<file path="src/rtl/ctrl_stage_pipe.sv">
// ctrl_stage_pipe: carries the decoded control bundle from D through NSTAGE
// registered stages (0 = E ... NSTAGE-1 = final/W). Each stage holds a bundle,
// a valid bit and an in-delay-slot flag, with per-stage stall/flush and
// automatic bubble insertion. Invalid entries always carry an all-zero bundle.
// Optional feature: define CTRL_PIPE_RETIRE_CNT_EN to build the 32-bit retire
// counter; otherwise retire_cnt is tied to zero.
module ctrl_stage_pipe #(
  parameter int unsigned CW     = 16,
  parameter int unsigned NSTAGE = 3
) (
  input  logic                 clk,
  input  logic                 rst,
  input  logic [CW-1:0]        ctrlD,
  input  logic                 validD,
  input  logic                 branchD,
  input  logic                 stallD,
  input  logic                 flushD,
  input  logic [NSTAGE-1:0]    stall,
  input  logic [NSTAGE-1:0]    flush,
  output logic [NSTAGE*CW-1:0] ctrl_q,
  output logic [NSTAGE-1:0]    valid_q,
  output logic [NSTAGE-1:0]    dslot_q,
  output logic                 dslotD,
  output logic [31:0]          retire_cnt
);

  logic [CW-1:0]     r_ctrl [NSTAGE];
  logic [NSTAGE-1:0] r_valid;
  logic [NSTAGE-1:0] r_dslot;
  logic              r_last_br;

  logic [CW-1:0]     w_up_ctrl [NSTAGE];
  logic [NSTAGE-1:0] w_up_valid;
  logic [NSTAGE-1:0] w_up_dslot;
  logic [NSTAGE-1:0] w_up_stall;
  logic [NSTAGE-1:0] w_load;
  logic              w_accept;

  // D's instruction follows a taken-class branch that was accepted into E.
  assign dslotD   = r_last_br & validD;
  assign w_accept = validD & ~stallD & ~stall[0] & ~flush[0];

  // Upstream view of every stage: D feeds stage 0, stage k-1 feeds stage k.
  always_comb begin
    w_up_ctrl[0]  = validD ? ctrlD : '0;
    w_up_valid[0] = validD;
    w_up_dslot[0] = dslotD;
    w_up_stall[0] = stallD;
    for (int unsigned k = 1; k < NSTAGE; k++) begin
      w_up_ctrl[k]  = r_ctrl[k-1];
      w_up_valid[k] = r_valid[k-1];
      w_up_dslot[k] = r_dslot[k-1];
      w_up_stall[k] = stall[k-1];
    end
  end

  // A stage loads its upstream entry only when neither flushed, stalled nor starved.
  always_comb begin
    for (int unsigned k = 0; k < NSTAGE; k++) begin
      w_load[k] = ~flush[k] & ~stall[k] & ~w_up_stall[k];
    end
  end

  // Stage registers: flush > stall(hold) > upstream stall(bubble) > load.
  always_ff @(posedge clk) begin
    if (!rst) begin
      for (int unsigned k = 0; k < NSTAGE; k++) begin
        r_ctrl[k] <= '0;
      end
      r_valid <= '0;
      r_dslot <= '0;
    end else begin
      for (int unsigned k = 0; k < NSTAGE; k++) begin
        if (flush[k]) begin
          r_ctrl[k]  <= '0;
          r_valid[k] <= 1'b0;
          r_dslot[k] <= 1'b0;
        end else if (stall[k]) begin
          // hold
        end else if (w_up_stall[k]) begin
          r_ctrl[k]  <= '0;
          r_valid[k] <= 1'b0;
          r_dslot[k] <= 1'b0;
        end else begin
          r_ctrl[k]  <= w_up_ctrl[k];
          r_valid[k] <= w_up_valid[k];
          r_dslot[k] <= w_up_dslot[k];
        end
      end
    end
  end

  // Remember whether the last instruction accepted into E was a branch.
  always_ff @(posedge clk) begin
    if (!rst) begin
      r_last_br <= 1'b0;
    end else if (flushD) begin
      r_last_br <= 1'b0;
    end else if (w_accept) begin
      r_last_br <= branchD;
    end
  end

  // Flatten stage bundles onto the packed output bus.
  always_comb begin
    ctrl_q = '0;
    for (int unsigned k = 0; k < NSTAGE; k++) begin
      ctrl_q[k*CW +: CW] = r_ctrl[k];
    end
  end

  assign valid_q = r_valid;
  assign dslot_q = r_dslot;

`ifdef CTRL_PIPE_RETIRE_CNT_EN
  logic [31:0] r_retire_cnt;

  // Count valid entries loaded into the final stage; wraps naturally.
  always_ff @(posedge clk) begin
    if (!rst) begin
      r_retire_cnt <= '0;
    end else if (w_load[NSTAGE-1] && w_up_valid[NSTAGE-1]) begin
      r_retire_cnt <= r_retire_cnt + 32'd1;
    end
  end

  assign retire_cnt = r_retire_cnt;
`else
  assign retire_cnt = '0;
`endif

endmodule

</file>
<file path="config.mk">
export PLATFORM = sky130hd
export DESIGN_NAME = ctrl_stage_pipe
export DESIGN_NICKNAME = d
export VERILOG_FILES = /design/src/rtl/ctrl_stage_pipe.sv
export SDC_FILE = /design/constraint.sdc
export NUM_CORES = 1
export LEC_CHECK = 0
export ABC_AREA = 0
export ABC_CLOCK_PERIOD_IN_PS = 1450
export CAP_MARGIN = 5
export CELL_PAD_IN_SITES_DETAIL_PLACEMENT = 0
export CELL_PAD_IN_SITES_GLOBAL_PLACEMENT = 1
export CORE_ASPECT_RATIO = 2
export CORE_MARGIN = 2
export CORE_UTILIZATION = 32
export DETAILED_ROUTE_END_ITERATION = 6
export PLACE_DENSITY = 0.83
export SYNTH_ARGS = -nofsm -noshare
export SYNTH_HDL_FRONTEND = slang
export SYNTH_SLANG_ARGS = --single-unit
</file>
<file path="constraint.sdc">
create_clock -name clk -period 1.45 [get_ports clk]
set_input_delay 0.2175 -clock clk [delete_from_list [all_inputs] [get_ports clk]]
set_output_delay 0.2175 -clock clk [all_outputs]
set_load 0.05 [all_outputs]
</file>
==> results of run 1 <==
==> registers in the layout, indices dropped and copies added, names as in the netlist <==
name	cells
valid_q	3
r_ctrl	48
dslot_q	3
r_last_br	1
==> per-stage QoR <==
step | utilization (%) | cells | setup slack [ns] | area (um^2) | TNS (ns)
after floorplan | - | 212 | 0.3106 | 2590 | 0
after global placement | 49.12 | 363 | -0.1240 | 3706 | -6.981
after detailed placement | 49.12 | 363 | -0.1760 | 3706 | -9.424
after CTS | 51.63 | 371 | 0.1303 | 3895 | 0
after global routing | 51.63 | 371 | 0.01688 | 3895 | 0
final | 51.63 | 371 | 0.1298 | 3895 | 0
==> layout by cell type (no fill, tap or decap), drive strengths merged <==
| cell | Yosys | final |
|---|---|---|
| and2 | 33 | 33 |
| bufinv | 0 | 2 |
| o22ai | 1 | 1 |
| nand3b | 3 | 3 |
| nand2b | 1 | 1 |
| and3b | 2 | 2 |
| inv | 21 | 21 |
| mux2i | 1 | 1 |
| a22o | 4 | 4 |
| or3b | 1 | 1 |
| o32ai | 1 | 1 |
| clkbuf | 0 | 6 |
| nor4b | 3 | 3 |
| nor3 | 16 | 16 |
| conb | 1 | 32 |
| clkdlybuf4s50 | 0 | 27 |
| edfxtp | 48 | 48 |
| buf | 38 | 68 |
| dfxtp | 7 | 7 |
==> cells by family after synthesis <==
logic type / after synthesis / share of synthesized area [%]
AND/OR/NAND/NOR: 59 / 18.36
buffers and inverters: 59 / 15.12
flip-flops: 55 / 63.93
AO/OA/AOI/OAI: 6 / 2.023
multiplexers: 1 / 0.4047
other: 1 / 0.1516
==> per-layer routing <==
layer / track usage (%) / vias up
li1: - / 736
met1: 9.521 / 669
met2: 20.18 / 64
met3: 4.633 / 7
met4: 4.322 / 0
met5: 0 / -
==> area by class of cell <==
cell class / count / area share, %
Timing Repair Buffer: 95 / 33.22
Clock buffer: 6 / 3.309
Clock inverter: 2 / 1.542
Multi-Input combinational cell: 98 / 16.29
Sequential cell: 55 / 40.60
Inverter: 21 / 2.024
Tap cell: 94 / 3.020
==> synthesized netlist by cell type <==
| library cell | n |
|---|---|
| nand2b_1 | 1 |
| nor4b_1 | 1 |
| or3b_1 | 1 |
| edfxtp_1 | 48 |
| nor3_4 | 1 |
| a22o_1 | 4 |
| and2_1 | 33 |
| buf_2 | 2 |
| o32ai_1 | 1 |
| conb_1 | 1 |
| buf_4 | 32 |
| buf_6 | 4 |
| nand3b_1 | 3 |
| inv_1 | 21 |
| nor4b_4 | 2 |
| mux2i_1 | 1 |
| and3b_1 | 2 |
| nor3_1 | 6 |
| dfxtp_1 | 7 |
| nor3_2 | 9 |
| o22ai_1 | 1 |
==> power groups by stage <==
stage          combinational (mW)  sequential [mW]  clock [mW]
2_1_floorplan               0.321             2.03           0
3_3_place_gp                0.772             1.85           0
3_5_place_dp                0.776             1.85           0
4_1_cts                     0.777             1.82        1.56
5_1_grt                     0.804             1.82        1.61
6_report                    0.772             1.81        1.51
==> how the worst max path moves through the flow <==
stage	cells after the start	from	slack, ns	end
6_report	4	validD	0.13	r_ctrl[0][1]
2_1_floorplan	1	flush[0]	0.31	r_ctrl[0][0]
3_5_place_dp	4	validD	-0.18	r_ctrl[0][1]
4_1_cts	4	validD	0.13	r_ctrl[0][1]
3_3_place_gp	4	validD	-0.12	dslot_q[0]
5_1_grt	4	validD	0.02	dslot_q[0]
==> key figures, run 1 <==
Critical path
  – FF-to-FF End: r_ctrl[2][0]
  – CP Launch Type: input pin
  – FF-to-FF setup slack: 0.58 ns
  – Slowest Stage Delay on Critical Path: 0.48 ns
  – Crit. End Element: flip-flop
  – Endpoint arrival time on the critical path: ~1.5 ns
  – Top Family by Delay on Critical Path: buffers and inverters
  – Required @ worst endpoint: 1.58 ns
  – Register-to-Register Path Depth: 1
  – Highest-delay cell along the critical path: clkdlybuf4s50_1
  – Crit path buf inv count: 2
  – Crit-path max FO: 18
  – RR Startpoint: r_ctrl[1][0]
  – CP Cell Sequence: clkdlybuf4s50_1 > or3b_1 > buf_12 > nor3_1
  – Crit path kind: in2reg

Die
  – Die area: approximately 8500 um^2
  – Die Width: around 66 um
  – Core area: 7545 um^2
  – # rows: 45
  – Die span in y: 128.3 um
  – Initial Util: 32.79%
  – IO Pins: ~120

Detailed routing
  – DR vias/cell: between 3 and 4
  – Drt pass-1 iters: 2
  – Initial DRC Count: 33
  – Wirelength, routed: 4.313 mm
  – WL/cell: 11.63 um
  – Met2 wire len: about 2.6 mm
  – Uppermost layer routed: met4
  – DRC viols: 0
  – Antenna violation net count after detailed routing: 0
  – Metal3 WL: 399 um
  – Vias: 1476
  – M1 WL: 1.242 mm

Power and ir drop
  – Pint: 3.040 mW
  – Sw Ratio: 25.78%
  – Combinational Power Share: 18.9%
  – Seq pwr share: 44.3%
  – Clock power frac: 36.8%
  – Total Power: about 4.1 mW
  – Pwr/cell area: 1052 nW/um^2
  – Max IR drop VDD: 0.8193 mV
  – Sw Pwr: 1.056 mW
  – P_leak: 1.670 nW

Clock tree
  – H-tree levels: 2
  – TritonCTS clock tree: done
  – Hold buffer count at cts: 0
  – Maximum clock path buffer count: 2
  – Clock transition at path regs: 0.07 ns
  – CTS root buffer: clkbuf_16
  – CTS buffer count: 5
  – # Post-CTS Setup Buffers: 0
  – # clock sinks: 55
  – Clock latency on the worst-skew pair: 0.29 ns
  – Post_cts resized: 0

Global routing
  – First-pass GRT wire length: 6.948 mm
  – Largest net degree at the start of global routing: 19
  – Global route overflow: 0
  – Initial antenna violation count: 0
  – Vias in the first global route: around 1400
  – Total GRT Usage: 10.71%

Synthesis
  – Avg Cell Area, Syn: ~14 um^2
  – Yosys warns: 0
  – Post-Syn Instances: 181
  – Yosys reg bits: 55
  – Synth area leaders: edfxtp_1 58%, buf_4 9.7%, and2_1 8.3%, dfxtp_1 5.7%, nor3_2 3.6%
  – Cell accounting for the most synthesized area: edfxtp_1
  – Seq/Total Area, Yosys: between 60% and 70%
  – Post-Syn Area: around 2500 um^2
  – Yosys top cell area share: 58.27%
  – Library cells used by synthesis: 21

Placement
  – DP Wirelength: 3.578 mm
  – RD Place Congestion: 0.7493
  – I/O Buffers: 82

Timing
  – Hold Fails Final Rpt: 0
  – Period utilisation layout: 91.05%
  – Fin. max-slew vios: 0
  – Max Freq: 757.5 MHz
  – Clk_skew: between 0.003 and 0.004 ns
  – Setup Viol. Count Final: 0
  – Fin crit period: roughly 1.3 ns
  – Hold_ws: 0.5013 ns
  – Unrepaired setup endpoints after global routing: no

Final layout
  – Sequential Area: around 1600 um^2
  – Syn-to-layout area delta: 57.46%
  – Nets: 304
  – Number of diodes: 0
  – Share of cells above drive strength 1: 31.41%
  – Footprint of the multi-input gates: 634.4 um^2
  – Fillers: about 670

Hold path
  – Worst hold stages: 1
  – Worst min-delay path startpoint: valid_q[2]
  – Worst hold path class: reg2reg
  – Hold endpoint: valid_q[2]

Run
  – Max-cap violations: 0

Status
  – Outcome: finished clean
(Power assumes the default switching activity.)
==> run 2, diff against run 1 <==
--- a/config.mk
+++ b/config.mk
@@ -11,7 +11,7 @@
 export CELL_PAD_IN_SITES_DETAIL_PLACEMENT = 0
 export CELL_PAD_IN_SITES_GLOBAL_PLACEMENT = 1
 export CORE_ASPECT_RATIO = 2
-export CORE_MARGIN = 2
+export CORE_MARGIN = 1
 export CORE_UTILIZATION = 32
 export DETAILED_ROUTE_END_ITERATION = 6
 export PLACE_DENSITY = 0.83
==> key figures, run 2 (synthesized netlist as in run 1, its figures left out) <==
Die
  – Initial Util: 32.79% (unchanged)
  – Die span in y: 126.3 um (-1.6%)
  – # rows: 45 (unchanged)
  – Die area: 8107 um^2 (-4.5%)
  – Core area: 7545 um^2 (unchanged)
  – Die Width: 64.17 um (-3.0%)
  – IO Pins: 115 (unchanged)

Detailed routing
  – Antenna violation net count after detailed routing: 0 (unchanged)
  – DR vias/cell: 4.054 (+1.9%)
  – Initial DRC Count: 31 (-6.1%)
  – Vias: 1496 (+1.4%)
  – Wirelength, routed: 4.274 mm (-0.90%)
  – Drt pass-1 iters: 3 (+1)
  – DRC viols: 0 (unchanged)
  – WL/cell: 11.58 um (-0.37%)

Global routing
  – Initial antenna violation count: 0 (unchanged)
  – Global route overflow: 0 (unchanged)
  – Largest net degree at the start of global routing: 19 (unchanged)
  – First-pass GRT wire length: 7.086 mm (+2.0%)
  – Total GRT Usage: 11.55% (+0.83 points)
  – Vias in the first global route: 1483 (+2.5%)

Timing
  – Max Freq: 750.0 MHz (-0.98%)
  – Period utilisation layout: 91.95% (+0.90 points)
  – Setup Viol. Count Final: 0 (unchanged)
  – Fin. max-slew vios: 0 (unchanged)
  – Fin crit period: 1.333 ns (+0.01310 ns)
  – Hold Fails Final Rpt: 0 (unchanged)
  – Unrepaired setup endpoints after global routing: no
  – Clk_skew: 0.005456 ns (+0.002160 ns)
  – Final worst slack: 0.1167 ns (-0.01310 ns)

Clock tree
  – TritonCTS clock tree: done
  – Hold buffer count at cts: 0 (unchanged)
  – CTS root buffer: clkbuf_16
  – CTS buffer count: 5 (unchanged)
  – Clock latency on the worst-skew pair: 0.29 ns (about the same)
  – Clock transition at path regs: 0.06 ns (about the same)
  – # clock sinks: 55 (unchanged)
  – Maximum clock path buffer count: 2 (unchanged)
  – H-tree levels: 2 (unchanged)
  – # Post-CTS Setup Buffers: 0 (unchanged)
  – Post_cts resized: 0 (unchanged)

Final layout
  – Most frequent cells in the layout: 48 x edfxtp_1, 39 x buf_12, 33 x and2_1
  – Max reg flops: 48 (unchanged)
  – Commonest non-fill, non-tap cell in the layout: edfxtp_1
  – Number of diodes: 0 (unchanged)
  – Syn-to-layout area delta: 53.72%
  – Share of cells above drive strength 1: 30.18% (-1.2 points)
  – Largest register by flop count: r_ctrl
  – Nets: 302 (-0.66%)

Critical path
  – Crit path kind: in2reg
  – Crit-path max FO: 18 (unchanged)
  – CP Launch Type: input pin
  – Register-to-Register Path Depth: 1 (unchanged)
  – Endpoint arrival time on the critical path: 1.46 ns (about the same)
  – FF-to-FF End: r_ctrl[1][0]
  – FF-to-FF setup slack: 0.61 ns (+0.03 ns)
  – Crit. End Element: flip-flop
  – Required @ worst endpoint: 1.57 ns (about the same)
  – RR Startpoint: r_ctrl[0][0]

Placement
  – DP Wirelength: 3.480 mm (-2.7%)
  – RD Place Congestion: 0.8104 (+8.2%)
  – Pre-CTS setup slack: -0.1850 ns (-0.009034 ns)
  – I/O Buffers: 82 (unchanged)

Hold path
  – Worst min-delay path startpoint: dslot_q[2]
  – Hold endpoint: dslot_q[2]
  – Worst hold path class: reg2reg
  – Worst hold stages: 1 (unchanged)

Power and ir drop
  – Total Power: 3.698 mW (-9.7%)
  – P_leak: 1.625 nW (-2.7%)
  – Pwr/cell area: 972.5 nW/um^2 (-7.5%)
  – Max IR drop VDD: 0.8557 mV (+4.4%)

Run
  – Max-cap violations: 0 (unchanged)

Status
  – Outcome: finished clean
-- run 2: changes by cell type in the layout (fill, tap and decap cells not counted) --
cell       before  now
buf_12         41   39
bufinv_16       2    0
clkbuf_1        1    3
-- run 2: cell type report --
class,instances,area [um^2]
Fill cell,667,3742
Inverter,21,78.83
Sequential cell,55,1582
Multi-Input combinational cell,98,634.4
Tap cell,94,117.6
Timing Repair Buffer,93,1254
Clock buffer,8,136.4
-- run 2: worst max path at each step --
stage / startpoint / endpoint / cells past startpoint
CTS: validD / r_ctrl[0][2] / 4
global route: validD / r_ctrl[0][15] / 4
detailed placement: validD / r_ctrl[0][2] / 4
floorplan: flush[0] / r_ctrl[0][0] / 1
global placement: validD / dslot_q[0] / 4
finish: validD / r_ctrl[0][2] / 4
-- run 2: through the flow --
step	instances	cell area (um^2)	utilization (%)	hold WS (ns)	TNS (ns)
3_3_place_gp	361	3666	48.59	0.4679	-6.813
2_1_floorplan	212	2590	-	0.3799	0
6_report	369	3802	50.40	0.5087	0
4_1_cts	369	3802	50.40	0.5067	0
3_5_place_dp	361	3666	48.59	0.4969	-10.66
5_1_grt	369	3802	50.40	0.5296	0
-- run 2: worst max-delay path, cell delays in order --
cell	delay (ns)
clkdlybuf4s50_1	0.49
or3b_1	0.42
buf_12	0.19
nor3_1	0.14
-- run 2: layer usage --
layer,wire [um],up-vias,GRT usage [%]
li1,-,730,-
met1,1250,690,10.20
met2,2585,68,21.71
met3,339,8,4.317
met4,99,0,6.144
met5,0,-,0
-- run 2: report_power, final --
part,switching [mW],internal (mW),total [mW]
Sequential,0.0414,1.77,1.81
Combinational,0.492,0.267,0.760
Clock,0.483,0.643,1.13
Total,1.02,2.68,3.70
